==> config.mk <==
export PLATFORM = sky130hd
export DESIGN_NAME = hazard_stall_unit
export DESIGN_NICKNAME = d
export VERILOG_FILES = /design/src/rtl/hazard_stall_unit.sv
export SDC_FILE = /design/constraint.sdc
export NUM_CORES = 1
export LEC_CHECK = 0
export CAP_MARGIN = 0
export CORE_MARGIN = 5
export CORE_UTILIZATION = 25
export DETAILED_ROUTE_END_ITERATION = 16
export GPL_TIMING_DRIVEN = 0
export SLEW_MARGIN = 20
export SYNTH_ARGS = -nofsm -noshare
export SYNTH_HDL_FRONTEND = slang
export SYNTH_SLANG_ARGS = --single-unit
==> constraint.sdc <==
create_clock -name clk_i -period 6.2 [get_ports clk_i]
set_input_delay 1.24 -clock clk_i [delete_from_list [all_inputs] [get_ports clk_i]]
set_output_delay 1.24 -clock clk_i [all_outputs]
set_load 0.005 [all_outputs]
==> src/rtl/hazard_stall_unit.sv <==
// -----------------------------------------------------------------------------
// hazard_stall_unit
//
// Pipeline hazard controller for a classic 5-stage in-order core with a
// multi-cycle multiplier in EX. Each cycle it decides whether the front end
// advances, stalls on a data hazard, flushes behind a taken branch, or
// freezes while a MUL occupies EX. It also counts the stalled cycles.
//
// Handshake / timing: there is no valid/ready pair. All control outputs are
// combinational functions of the registered state and the current pipeline
// inputs, so they take effect at the very edge that follows the cycle in
// which the hazard is visible.
//
// Ports
//   clk_i              clock, rising edge
//   rst_i              asynchronous active-low reset
//   start_i            run enable; low returns the unit to IDLE at the next edge
//   ID_RS1addr_i       rs1 of the instruction in ID
//   ID_RS2addr_i       rs2 of the instruction in ID
//   ID_uses_rs1_i      ID instruction reads rs1
//   ID_uses_rs2_i      ID instruction reads rs2
//   ID_is_branch_i     ID holds a branch
//   ID_branch_taken_i  the branch in ID resolves taken
//   EX_MemRead_i       EX instruction is a load
//   EX_RegWrite_i      EX instruction writes a register
//   EX_RDaddr_i        EX destination register
//   EX_mul_i           EX holds a MUL
//   MEM_MemRead_i      MEM instruction is a load
//   MEM_RDaddr_i       MEM destination register
//   PCWrite_o          PC update enable
//   IF_ID_write_o      IF/ID load enable
//   IF_ID_flush_o      zero IF/ID at the next edge
//   ID_EX_bubble_o     load NOP controls into ID/EX
//   EX_hold_o          hold ID/EX, insert a bubble into EX/MEM
//   stall_cnt_o        saturating count of stalled cycles
//   state_dbg_o        current FSM state (0 IDLE, 1 RUN, 2 MUL_BUSY)
// -----------------------------------------------------------------------------
module hazard_stall_unit #(
    parameter int REG_ADDR_W = 5,
    parameter int MUL_LAT    = 3,   // EX occupancy of a MUL, 1..16
    parameter int CNT_W      = 16
) (
    input  logic                  clk_i,
    input  logic                  rst_i,
    input  logic                  start_i,
    input  logic [REG_ADDR_W-1:0] ID_RS1addr_i,
    input  logic [REG_ADDR_W-1:0] ID_RS2addr_i,
    input  logic                  ID_uses_rs1_i,
    input  logic                  ID_uses_rs2_i,
    input  logic                  ID_is_branch_i,
    input  logic                  ID_branch_taken_i,
    input  logic                  EX_MemRead_i,
    input  logic                  EX_RegWrite_i,
    input  logic [REG_ADDR_W-1:0] EX_RDaddr_i,
    input  logic                  EX_mul_i,
    input  logic                  MEM_MemRead_i,
    input  logic [REG_ADDR_W-1:0] MEM_RDaddr_i,
    output logic                  PCWrite_o,
    output logic                  IF_ID_write_o,
    output logic                  IF_ID_flush_o,
    output logic                  ID_EX_bubble_o,
    output logic                  EX_hold_o,
    output logic [CNT_W-1:0]      stall_cnt_o,
    output logic [1:0]            state_dbg_o
);

    typedef enum logic [1:0] {
        IDLE     = 2'd0,
        RUN      = 2'd1,
        MUL_BUSY = 2'd2
    } state_t;

    // A MUL with latency 1 finishes in its single EX cycle, so it never
    // needs the busy state. For longer latencies the entry cycle in RUN is
    // the first EX cycle and the release cycle in MUL_BUSY (mcnt==0) is the
    // last, leaving MUL_LAT-2 intermediate hold cycles for the counter.
    localparam bit         MUL_MULTI = (MUL_LAT > 1);
    localparam logic [3:0] MCNT_LOAD = MUL_MULTI ? 4'(MUL_LAT - 2) : 4'd0;

    state_t     state_q;
    state_t     state_d;
    logic [3:0] mcnt_q;
    logic [3:0] mcnt_d;

    // -------------------------------------------------------------------------
    // Operand match: register 0 is hard-wired to zero and never a hazard.
    // -------------------------------------------------------------------------
    logic rs1_match_ex;
    logic rs2_match_ex;
    logic rs1_match_mem;
    logic rs2_match_mem;
    logic match_ex;
    logic match_mem;
    logic load_use;
    logic branch_hazard;
    logic data_stall;

    always_comb begin
        rs1_match_ex  = ID_uses_rs1_i && (ID_RS1addr_i == EX_RDaddr_i)
                        && (EX_RDaddr_i != '0);
        rs2_match_ex  = ID_uses_rs2_i && (ID_RS2addr_i == EX_RDaddr_i)
                        && (EX_RDaddr_i != '0);
        rs1_match_mem = ID_uses_rs1_i && (ID_RS1addr_i == MEM_RDaddr_i)
                        && (MEM_RDaddr_i != '0);
        rs2_match_mem = ID_uses_rs2_i && (ID_RS2addr_i == MEM_RDaddr_i)
                        && (MEM_RDaddr_i != '0);
        match_ex      = rs1_match_ex  || rs2_match_ex;
        match_mem     = rs1_match_mem || rs2_match_mem;

        load_use      = EX_MemRead_i && match_ex;
        // Branches resolve in ID, so they also need results that are still
        // in EX (any writer) or that a load in MEM has not yet returned.
        branch_hazard = ID_is_branch_i &&
                        ((EX_RegWrite_i && match_ex) || (MEM_MemRead_i && match_mem));
        data_stall    = load_use || branch_hazard;
    end

    // -------------------------------------------------------------------------
    // Front-end control when no MUL hold is in force. Stall wins over flush:
    // a branch that is still waiting for its operands has not really resolved.
    // -------------------------------------------------------------------------
    logic adv_pc_write;
    logic adv_ifid_write;
    logic adv_flush;
    logic adv_bubble;

    always_comb begin
        adv_pc_write   = !data_stall;
        adv_ifid_write = !data_stall;
        adv_flush      = !data_stall && ID_branch_taken_i;
        adv_bubble     = data_stall;
    end

    // -------------------------------------------------------------------------
    // State register
    // -------------------------------------------------------------------------
    always_ff @(posedge clk_i or negedge rst_i) begin
        if (!rst_i) begin
            state_q <= IDLE;
            mcnt_q  <= 4'd0;
        end else begin
            state_q <= state_d;
            mcnt_q  <= mcnt_d;
        end
    end

    // -------------------------------------------------------------------------
    // Next state and outputs
    // -------------------------------------------------------------------------
    always_comb begin
        state_d        = state_q;
        mcnt_d         = mcnt_q;
        PCWrite_o      = 1'b0;
        IF_ID_write_o  = 1'b0;
        IF_ID_flush_o  = 1'b0;
        ID_EX_bubble_o = 1'b0;
        EX_hold_o      = 1'b0;

        case (state_q)
            IDLE: begin
                if (start_i) begin
                    state_d = RUN;
                end
            end

            RUN: begin
                if (EX_mul_i && MUL_MULTI) begin
                    // The MUL hold outranks every other condition: the whole
                    // front end freezes and the ID instruction stays put, so
                    // no bubble and no flush.
                    EX_hold_o = 1'b1;
                    state_d   = MUL_BUSY;
                    mcnt_d    = MCNT_LOAD;
                end else begin
                    PCWrite_o      = adv_pc_write;
                    IF_ID_write_o  = adv_ifid_write;
                    IF_ID_flush_o  = adv_flush;
                    ID_EX_bubble_o = adv_bubble;
                end
            end

            MUL_BUSY: begin
                if (mcnt_q != 4'd0) begin
                    EX_hold_o = 1'b1;
                    mcnt_d    = mcnt_q - 4'd1;
                end else begin
                    // Last EX cycle of the MUL. EX_mul_i still reports the
                    // same MUL and must not restart the hold; ordinary
                    // hazards against it are still honoured.
                    PCWrite_o      = adv_pc_write;
                    IF_ID_write_o  = adv_ifid_write;
                    IF_ID_flush_o  = adv_flush;
                    ID_EX_bubble_o = adv_bubble;
                    state_d        = RUN;
                end
            end

            default: begin
                state_d = IDLE;
                mcnt_d  = 4'd0;
            end
        endcase

        // Dropping the run enable aborts whatever is in progress.
        if (!start_i) begin
            state_d = IDLE;
            mcnt_d  = 4'd0;
        end

        // The state register already clears asynchronously; gating here
        // keeps the outputs quiet for the whole reset window regardless of
        // the inputs.
        if (!rst_i) begin
            PCWrite_o      = 1'b0;
            IF_ID_write_o  = 1'b0;
            IF_ID_flush_o  = 1'b0;
            ID_EX_bubble_o = 1'b0;
            EX_hold_o      = 1'b0;
        end
    end

    // -------------------------------------------------------------------------
    // Stall counter: any active cycle in which the PC does not move.
    // -------------------------------------------------------------------------
    always_ff @(posedge clk_i or negedge rst_i) begin
        if (!rst_i) begin
            stall_cnt_o <= '0;
        end else if ((state_q != IDLE) && !PCWrite_o && (stall_cnt_o != '1)) begin
            stall_cnt_o <= stall_cnt_o + CNT_W'(1);
        end
    end

    assign state_dbg_o = state_q;

endmodule

---- Yosys cells after proc, flatten, opt, wreduce, memory -nomap -nowiden ----
Cells that the tools add are included.
storage, ports and cells
  bits in registers ....................... 22
  latch bits .............................. 0
  output and inout bits ................... 23
  word-level logic and storage cells ...... 68
  input port bits ......................... 31
  memories kept ........................... 0
  ROM bits ................................ 0
  memory bits (writable) .................. 0
cells by class
  shift-type cells ........................ 0
  $lt $le $gt $ge ......................... 0
  multiplexer cells ....................... 24
  equal/unequal tests ..................... 11
  divide/modulo/power cells ............... 0
  reductions and logical operators ........ 28
  bitwise logic cells ..................... 0
  multipliers ............................. 0
  add/sub/neg operators ................... 2
operator list
  kind                                                                    number
  5-bit equality test                                                     4
  16-bit by 1-bit adder with 16-bit output (second input constant)        1
  16-bit != test (second input constant)                                  1
  1-bit logical AND                                                       15
  1-bit 2-to-1 mux                                                        12
  4-bit 2-to-1 mux                                                        3
  4-bit one-hot mux with 3 select lines                                   1
  5-bit nonzero test                                                      2
  3-bit != test (second input constant)                                   3
  1-bit one-hot mux with 2 select lines                                   4
  2-bit 2-to-1 mux                                                        3
  2-bit one-hot mux with 3 select lines                                   1
  1-bit logical OR                                                        4
  4-bit nonzero test                                                      1
  4-bit by 1-bit subtractor with 4-bit output (second input constant)     1
  3-bit AND reduction                                                     1
  2-bit by 1-bit equality test with 1-bit output (second input constant)  1
  2-bit equality test (second input constant)                             1
  1-bit logical NOT                                                       2
  2-bit logical NOT                                                       1
  2-bit != test (second input constant)                                   1
  2-bit AND reduction                                                     1
  2-bit nonzero test                                                      1

---- Longest topological paths before layout ----
  depth in word-level cells ............... 15
  gate-level depth with buffers ........... 9

---- Worst setup path after synthesis ----
OpenSTA, ideal clock, no wires.
  kind .................................... input to output
  start point ............................. in MEM_RDaddr_i[0]
  end point ............................... out IF_ID_flush_o
  stages on the path ...................... 5
  path slack .............................. 2322 ps
  data required time ...................... 4960 ps
  arrival time ............................ 2638 ps
  path through ............................ or3_1 > o311a_4 > a221oi_4 > buf_6 > and2_1
between the ends
  cells in the longest elaborated chain, start to end .. 13
ends and longest elaborated chain
  element                                        RTL line  RTL
  start, declared                                57        input logic [REG_ADDR_W-1:0] MEM_RDaddr_i,
  5-bit equality test, on equally long branches  103, 105
  1-bit logical AND, on equally long branches    103, 105
  1-bit logical AND, on equally long branches    104, 106
  1-bit logical OR (*)                           108       match_mem = rs1_match_mem || rs2_match_mem;
  1-bit logical AND (*)                          114       ((EX_RegWrite_i && match_ex) || (MEM_MemRead_i && match_mem));
  1-bit logical OR (*)                           114
  1-bit logical AND (*)                          113       branch_hazard = ID_is_branch_i &&
  1-bit logical OR (*)                           115       data_stall = load_use || branch_hazard;
  1-bit logical NOT (*)                          130       adv_flush = !data_stall && ID_branch_taken_i;
  1-bit logical AND (*)                          130
  1-bit 2-to-1 mux, on equally long branches     183, 167
  1-bit one-hot mux with 2 select lines (*)      159       case (state_q)
  1-bit 2-to-1 mux (*)                           213       if (!rst_i) begin
  end, declared                                  60        output logic IF_ID_flush_o,
Every way passes the cells marked *; elsewhere a longest branch is shown, timed or not.

---- Worst setup path in the final report ----
Same ends and word-level chain as after synthesis.

==> impl_metrics.toml <==
[outcome]
status = "complete, no violations"

[timing]
clock.fmax_mhz = 201
hold_viol = 0
max-slew-margin-rel = 0.521
finalCriticalPeriod_ns = 4.98
tightestPinTransition_ns = 0.712
final.setup.worst_slack_ns = 1.22
drv_slew = 0
setup_violations = 0
post-route-period-util = 0.804
tns_ns = 0
rsz0062_at_grt = "no"
fin_skew_ns = 0.00456

[route]
drt_wl_total_mm = 4.08
ant_nets = 0
dr.pass1.iters = 4
route.detailed.drc = 0
drt-initial-drc-count = 71
viasPerCell = 4.73
vias = 1406
routedWlPerCell_um = 13.7

[clock_tree]
numCtsBuffers = 3
cts_sinks = 22
clkTransAtPathRegs_ns = 0.09
cts_tree = "built"
post-cts-setup-buffers = 0
cts_repair_resize_count = 0
root_buffer = "clkbuf_8"
cts_buffer_depth = 2
cts_hold_buf = 0
cts_max_level = 1
clock_latency_ns = 0.27

[global_routing]
grt_pass1_vias = 1411
grtUsageTotal = 0.105
overflow = 0
grt_antenna_before_repair = 0
grt_pass1_wl_mm = 6.55
grt_max_degree = 25

[synth]
ys.flop_type = "dfrtp_1"
syn-instance-count = 165
synthesis.area_sq_um = 1530
synth_area_per_cell_sq_um = 9.24
ys_ff_latch = 22
synth_top_cell_area_share = 0.361
synth-edff-count = 0
yosysWarnings = 0
synth_area_leader_cell = "dfrtp_1"
synth_cell_type_count = 32
ys_seq_area_frac = 0.361
synth_area_leaders = "dfrtp_1 (36%), xnor2_1 (11%), xor2_1 (8.0%)"
async_flop_share = 1.00
synth_fp_nets = 203

[final_layout]
syn_to_final_growth_pct = 45.3
final_common_cell = "clkdlybuf4s50_1"
mostFrequentLayoutCells = "clkdlybuf4s50_1 (52), dfrtp_1 (22), xnor2_1 (20)"
nets = 261
diodes = 0
drive_gt1_frac = 0.0586

[pwr]
powerDensity_nw_per_um2 = 310
power_leakage_nw = 0.845
vdd_drop_max_mv = 0.145

[critical_path]
cp-start-kind = "input pin"
crit_type = "in -> out"
path_buf_inv = 3
reg2reg_slack_ns = 3.80
critPathMaxStageDelay_ns = 0.50
reg2reg_depth = 8
cp.arrival_ns = 3.74
r2r_start = "stall_cnt_o[0]$_DFFE_PN0P_"
path_cells = "clkdlybuf4s50_1 -> or3_1 -> o311a_4 -> a221oi_4 -> buf_6 -> and2_1 -> clkdlybuf4s50_1"
path_max_fanout = 11
crit_slowest_cell = "clkdlybuf4s50_1"
cp-end-kind = "primary output"
required_ns = 4.96
rr_endpoint = "stall_cnt_o[2]$_DFFE_PN0P_"
crit_top_cell = "clkdlybuf4s50_1"
crit_family = "buffers and inverters"

[hold_path]
hold_depth = 1
hold_path.class = "reg -> reg"
min_from = "stall_cnt_o[9]$_DFFE_PN0P_"
hold_path_end = "stall_cnt_o[9]$_DFFE_PN0P_"

[floorplan]
core_area_sq_um = 5920
placementRows = 28
die_height_um = 88.1
die_x_um = 88.1
die-area_sq_um = 7760
start_util = 0.258
io_pins = 54

[placed_design]
place.gp.congestion = 0.828
dp_hpwl_mm = 3.15
dpl_worst_slack_ns = 1.21
port_buffers = 53

[run]
max_cap_violations = 0
==> where the power goes <==
group	internal, W	switching [W]	total, W	leakage (nW)
clock	0.0000864	0.0000516	0.000138	0.0357
sequential	0.000189	0.0000580	0.000247	0.250
combinational	0.000170	0.000132	0.000302	0.560
total	0.000445	0.000242	0.000687	0.845
==> kinds of logic after synthesis <==
kind of cell | Yosys count | synth area share
and+or+nand+nor | 73 | 0.244
xor gates and xnor gates | 34 | 0.195
DFF | 22 | 0.361
AOI/OAI and AO/OA | 18 | 0.0952
buffers and inverters | 9 | 0.0303
adders and majority gates | 7 | 0.0574
muxes | 2 | 0.0172
==> worst reg2reg max path, stage by stage, from the launching register on <==
cell     delay (ns)
dfrtp_1        0.41
ha_1           0.19
nand3_1        0.12
nor2_1         0.18
nand2_1        0.13
o31ai_1        0.65
buf_2          0.35
nor3b_1        0.09
xor2_1         0.16
==> flip-flops by register name, summed over array words and instances (netlist names) <==
register / flops
stall_cnt_o: 16
mcnt_q: 4
state_dbg_o: 2
==> synth_stat cells (3+ instances only) <==
cell and count:
nor3b_1 3, a21oi_1 6, o31ai_1 3, nor3_1 12, dfrtp_1 22, inv_1 6, ha_1 7, xnor2_1 20
nand4_1 8, nor2b_1 3, nand2_1 18, xor2_1 14, nand3_1 8, nor2_1 10, nor4_1 4
==> area by class of cell <==
| class | instances | area (sq um) |
|---|---|---|
| clock inverter | 1 | 30.0 |
| tap | 75 | 93.8 |
| inverter | 6 | 22.5 |
| fill | 600 | 3700 |
| buffer | 3 | 23.8 |
| multi-input combinational | 134 | 928 |
| sequential | 22 | 551 |
| clock buffer | 3 | 41.3 |
| timing repair buffer | 53 | 526 |
==> layer usage <==
layer | up-vias | share of wire | global-route usage | wire length, um
li1 | 689 | - | - | -
met1 | 669 | 0.49 | 0.145 | 1980
met2 | 43 | 0.41 | 0.164 | 1690
met3 | 5 | 0.081 | 0.0151 | 330
met4 | 0 | 0.019 | 0.0453 | 77
met5 | - | 0 | 0 | 0
==> through the flow <==
stage	hold slack, ns	area [sq um]	utilization	std cells	total power [W]
after global routing	0.524	2220	0.374	297	0.000740
after global placement	0.483	2150	0.363	293	0.000549
final	0.498	2220	0.374	297	0.000687
after floorplan	0.462	1530	-	165	0.000394
after detailed placement	0.488	2140	0.362	293	0.000554
after CTS	0.504	2220	0.374	297	0.000696
==> how the worst max path moves through the flow <==
| stage | from | end | cells past startpoint |
|---|---|---|---|
| 2_1_floorplan | MEM_RDaddr_i[0] | IF_ID_flush_o | 5 |
| 3_3_place_gp | rst_i | IF_ID_flush_o | 6 |
| 3_5_place_dp | MEM_RDaddr_i[1] | IF_ID_flush_o | 7 |
| 4_1_cts | MEM_RDaddr_i[1] | IF_ID_flush_o | 7 |
| 5_1_grt | MEM_RDaddr_i[0] | IF_ID_flush_o | 7 |
| 6_report | MEM_RDaddr_i[0] | IF_ID_flush_o | 7 |
(Power assumes the default switching activity.)
